[config.mk]
export PLATFORM = sky130hd
export DESIGN_NAME = serial_adder
export DESIGN_NICKNAME = d
export VERILOG_FILES = /design/src/rtl/serial_adder.sv
export SDC_FILE = /design/constraint.sdc
export NUM_CORES = 1
export LEC_CHECK = 0
export CAP_MARGIN = 20
export CELL_PAD_IN_SITES_DETAIL_PLACEMENT = 1
export CELL_PAD_IN_SITES_GLOBAL_PLACEMENT = 1
export CORE_ASPECT_RATIO = 1.2
export CORE_MARGIN = 2
export CORE_UTILIZATION = 43
export DETAILED_ROUTE_END_ITERATION = 7
export PLACE_DENSITY_LB_ADDON = 0.1
export RECOVER_POWER = 25
export SYNTH_ARGS = -nofsm -noshare
export SYNTH_HDL_FRONTEND = slang
export SYNTH_SLANG_ARGS = --single-unit
[constraint.sdc]
create_clock -name clk -period 3.29 [get_ports clk]
set_input_delay 0.658 -clock clk [delete_from_list [all_inputs] [get_ports clk]]
set_output_delay 0.658 -clock clk [all_outputs]
set_load 0.005 [all_outputs]
[src/rtl/serial_adder.sv]
// Bit-serial add/subtract unit: one full-adder slice and a carry flip-flop
// process one operand bit per clock, LSB first. Operands come in through a
// valid/ready handshake and the result leaves through another.
module serial_adder #(
    parameter int WIDTH = 8
) (
    input  logic             clk,
    input  logic             rst,
    input  logic             in_valid,
    output logic             in_ready,
    input  logic [WIDTH-1:0] a,
    input  logic [WIDTH-1:0] b,
    input  logic             sub,
    output logic             out_valid,
    input  logic             out_ready,
    output logic [WIDTH-1:0] sum,
    output logic             carry_out,
    output logic             overflow,
    output logic             busy
);

    localparam int CW = $clog2(WIDTH);
    localparam logic [CW-1:0] LAST = CW'(WIDTH - 1);

    typedef enum logic [1:0] {
        IDLE,
        RUN,
        DONE
    } state_t;

    state_t state;
    state_t state_next;

    logic [WIDTH-1:0] a_reg;
    logic [WIDTH-1:0] b_reg;
    logic [WIDTH-1:0] res_reg;
    logic             c_ff;
    logic [CW-1:0]    count;

    logic s_bit;
    logic c_next;

    // Full-adder slice working on the current LSBs and the stored carry.
    assign s_bit  = a_reg[0] ^ b_reg[0] ^ c_ff;
    assign c_next = (a_reg[0] & b_reg[0]) | (c_ff & (a_reg[0] ^ b_reg[0]));

    // State register.
    always_ff @(posedge clk or posedge rst) begin
        if (rst) begin
            state <= IDLE;
        end else begin
            state <= state_next;
        end
    end

    // Next-state logic and handshake decoding from the current state.
    always_comb begin
        state_next = state;
        in_ready   = 1'b0;
        out_valid  = 1'b0;
        case (state)
            IDLE: begin
                in_ready = 1'b1;
                if (in_valid) begin
                    state_next = RUN;
                end
            end
            RUN: begin
                if (count == LAST) begin
                    state_next = DONE;
                end
            end
            DONE: begin
                out_valid = 1'b1;
                if (out_ready) begin
                    state_next = IDLE;
                end
            end
            default: begin
                state_next = IDLE;
            end
        endcase
        busy = !in_ready;
    end

    // Operand capture, serial shifting and result publication on the final bit.
    // Subtraction is a + ~b + 1, so the carry starts at 1 for sub. The visible
    // result registers only change on the final RUN edge, so they hold their
    // last values through IDLE until the next operation completes.
    always_ff @(posedge clk or posedge rst) begin
        if (rst) begin
            a_reg     <= '0;
            b_reg     <= '0;
            res_reg   <= '0;
            c_ff      <= 1'b0;
            count     <= '0;
            sum       <= '0;
            carry_out <= 1'b0;
            overflow  <= 1'b0;
        end else begin
            case (state)
                IDLE: begin
                    if (in_valid) begin
                        a_reg <= a;
                        b_reg <= sub ? ~b : b;
                        c_ff  <= sub;
                        count <= '0;
                    end
                end
                RUN: begin
                    a_reg   <= a_reg >> 1;
                    b_reg   <= b_reg >> 1;
                    res_reg <= {s_bit, res_reg[WIDTH-1:1]};
                    c_ff    <= c_next;
                    count   <= count + CW'(1);
                    if (count == LAST) begin
                        sum       <= {s_bit, res_reg[WIDTH-1:1]};
                        carry_out <= c_next;
                        overflow  <= c_next ^ c_ff;
                    end
                end
                default: begin
                end
            endcase
        end
    end

endmodule
==> flow_metrics.env <==
export IMPL_skew_ns=0.00162
export IMPL_cts_inserted_buffers=5
export IMPL_crit_path_end_kind="output port"
export IMPL_final_cell_mix="sky130_fd_sc_hd__dfrtp_1 (39), sky130_fd_sc_hd__clkdlybuf4s50_1 (32), sky130_fd_sc_hd__mux2_2 (17), sky130_fd_sc_hd__nand2_1 (14), sky130_fd_sc_hd__o21ai_0 (10)"
export IMPL_top_level_ports=34
export IMPL_post_drt_via_cell_ratio=5.20
export IMPL_dr_total_vias=1186
export IMPL_route_antenna_remaining_nets=0
export IMPL_combinationalPowerShare_pct=35.1
export IMPL_syn_mean_instance_area_um2=12.3
export IMPL_power_share_sequential_pct=41.6
export IMPL_arrival_time_worst_endpoint_ns=1.73
export IMPL_yosys_register_bits=39
export IMPL_coreArea_um2=3880
export IMPL_first_global_vias=1262
export IMPL_drc_errors=0
export IMPL_cp_buffers_inverters=2
export IMPL_grt_pass1_wl_um=5950
export IMPL_slowest_cell_on_crit_path="sky130_fd_sc_hd__dfrtp_1"
export IMPL_detailed_place_hpwl_um=2430
export IMPL_timing_fmax_mhz=419
export IMPL_cts_max_level=2
export IMPL_total_routed_length_um=3510
export IMPL_worstSetupStartpoint="state[1]"
export IMPL_numPlacedInstances=220
export IMPL_initial_core_util_pct=44.3
export IMPL_dieWidth_um=61.7
export IMPL_holdBufCountCts=0
export IMPL_power_per_cell_area_nw_per_um2=899
export IMPL_worst_margin_slew_ns=0.920
export IMPL_yosysWarnings=0
export IMPL_floorplan_die_area_um2=4520
export IMPL_synth_distinct_cells=25
export IMPL_max_cap_violations=0
export IMPL_pre_cts_slack_ns=0.872
export IMPL_critical_path_max_stage_delay_ns=0.69
export IMPL_report_final_setup_viol=0
export IMPL_track_usage_pct=18.5
export IMPL_clock_tree_from_tritoncts="yes"
export IMPL_seq_area_frac_synth_pct=56.8
export IMPL_cts_max_path_bufs=2
export IMPL_cellInternalPower_uw=1410
export IMPL_die_height_um=73.3
export IMPL_insertion_delay_ns=0.29
export IMPL_outcome="finished, final reports clean"
export IMPL_syn_area_um2=1720
export IMPL_critical_path_rt_ns=2.63
export IMPL_period_minus_slack_ns=2.38
export IMPL_final_layout_size_suffix_gt1_share_pct=16.7
export IMPL_flow_area_growth_from_synthesis_pct=29.0
export IMPL_antenna_cells=0
export IMPL_globalplace_congestion=0.722
export IMPL_summed_negative_setup_slack_over_all_endpoints_ns=0
export IMPL_finalWorstSetupSlack_ns=0.905
export IMPL_grt_overflow=0
export IMPL_finalCritPeriodShare_pct=72.5
export IMPL_power_net_switching_uw=584
export IMPL_path_cells="nor2_1, inv_1, clkdlybuf4s50_1"
export IMPL_layout_commonest_cell="sky130_fd_sc_hd__dfrtp_1"
export IMPL_hp_start="overflow"
export IMPL_synth_nets=164
export IMPL_path_clk_slew_ns=0.07
export IMPL_post_cts_resized=0
export IMPL_detailedRoute_firstIterationViolations=36
export IMPL_start_kind="flip-flop"
export IMPL_ir_worst_vdd_mv=0.366
export IMPL_numPortBuffers=33
export IMPL_root_buffer="sky130_fd_sc_hd__clkbuf_8"
export IMPL_wl_per_cell_um=15.4
export IMPL_critical_path_top_delay_family="flip-flops"
export IMPL_finish_net_count=197
export IMPL_grt_antenna_before_repair=0
export IMPL_cts_post_setup_buffers_inserted=0
export IMPL_power_switching_share_pct=29.3
export IMPL_critical_path_class="flip-flop to output port"
export IMPL_final_hold_violation_count=0
export IMPL_hold_class="flip-flop to flip-flop"
export IMPL_synth_cells=140
export IMPL_worst_slew_margin_rel_pct=38.5
export IMPL_critical_path_reg2reg_startpoint="state[0]"
export IMPL_cts_sink_count=39
export IMPL_p_leak_uw=0.000941
export IMPL_drt_pass1_iterations=3
export IMPL_fp_row_count=25
export IMPL_grt_setup_unrepaired="no"
export IMPL_maximum_number_of_pins_on_one_net_before_global_route_repair=40
export IMPL_crit_fanout=19
export IMPL_slew_violations=0
export IMPL_power_frac_clock_pct=23.3
export IMPL_layoutNonFillerInstCount=228
## synthesized netlist by cell type
master                     instances  area (µm²)
sky130_fd_sc_hd__o211ai_1          4        30.0
sky130_fd_sc_hd__nand2b_1          1        6.26
sky130_fd_sc_hd__nand2_1          14        52.6
sky130_fd_sc_hd__o21ai_1           1        5.00
sky130_fd_sc_hd__ha_1              2        25.0
sky130_fd_sc_hd__a22oi_1           8        60.1
sky130_fd_sc_hd__a221o_1           3        30.0
sky130_fd_sc_hd__clkbuf_1          2        7.51
sky130_fd_sc_hd__fa_1              1        20.0
sky130_fd_sc_hd__nor2b_1           2        12.5
sky130_fd_sc_hd__dfrtp_1          39         976
sky130_fd_sc_hd__o21ba_2           1        10.0
sky130_fd_sc_hd__mux2_2           17         191
sky130_fd_sc_hd__nor2_1            4        15.0
sky130_fd_sc_hd__xnor2_1           9        78.8
sky130_fd_sc_hd__inv_1             3        11.3
sky130_fd_sc_hd__nor2b_2           1        8.76
sky130_fd_sc_hd__or3b_1            1        8.76
sky130_fd_sc_hd__nand3b_1          5        37.5
sky130_fd_sc_hd__a22o_1            2        17.5
sky130_fd_sc_hd__a32o_1            1        10.0
sky130_fd_sc_hd__buf_4             3        22.5
sky130_fd_sc_hd__buf_2             5        25.0
sky130_fd_sc_hd__o21ai_0          10        50.1
sky130_fd_sc_hd__o21bai_1          1        7.51
## worst paths after layout
path / cells past startpoint / endpoint / slack, ns
max: 3 / busy / 0.91
min: 2 / overflow / 0.50
max reg2reg: 5 / a_reg[4] / 1.36
min reg2reg: 2 / overflow / 0.50
max in group asynchronous: 3 / count[0] / 2.00
min in group asynchronous: 3 / sum[1] / 0.95
## layer usage
| metal | GRT usage, % | vias up | part of all wire (%) |
|---|---|---|---|
| met1 | 20.5 | 599 | 39 |
| li1 | - | 556 | - |
| met3 | 4.93 | 6 | 4.0 |
| met2 | 31.9 | 25 | 54 |
| met4 | 8.51 | 0 | 2.3 |
| met5 | 0 | - | 0 |
## cell type report
type                    count  area, µm²
well taps                  54       67.6
fillers                   429       1660
flip-flops and latches     39        976
repair buffers             36        353
inverters                   3       11.3
multi-input cells          88        677
clock buffers               6       72.6
clock inverters             2       60.1
## cell families (layout without fill, tap and decap cells)
| group | count (synthesis) | count (layout) | synth area share [%] |
|---|---|---|---|
| DFF | 39 | 39 | 56.8 |
| AOI/OAI and AO/OA | 31 | 31 | 12.8 |
| and+or+nand+nor | 28 | 28 | 8.22 |
| muxes | 17 | 17 | 11.1 |
| buffers and inverters | 13 | 47 | 3.86 |
| xor gates and xnor gates | 9 | 9 | 4.59 |
| adders and majority gates | 3 | 3 | 2.62 |
## power groups by stage
stage / clock network (µW) / logic (µW) / registers (µW)
detailed placement: 0 / 709 / 839
global placement: 0 / 674 / 826
finish: 464 / 700 / 829
CTS: 478 / 715 / 834
floorplan: 0 / 470 / 795
global route: 506 / 774 / 859
## stage by stage
stage	power, µW	hold slack (ns)	utilization, %	area [µm²]
2_1_floorplan	1260	0.450	-	1720
3_3_place_gp	1500	0.464	53.7	2080
3_5_place_dp	1550	0.488	53.7	2080
4_1_cts	2030	0.509	57.2	2220
5_1_grt	2140	0.520	57.2	2220
6_report	1990	0.498	57.2	2220
## worst register-to-register path: stages (launching register included)
cell and delay (ns):
sky130_fd_sc_hd__dfrtp_1 0.46, sky130_fd_sc_hd__buf_4 0.22, sky130_fd_sc_hd__o21bai_1 0.74, sky130_fd_sc_hd__buf_4 0.30, sky130_fd_sc_hd__nand2_1 0.06, sky130_fd_sc_hd__o21ai_0 0.07
(Power assumes the default switching activity.)
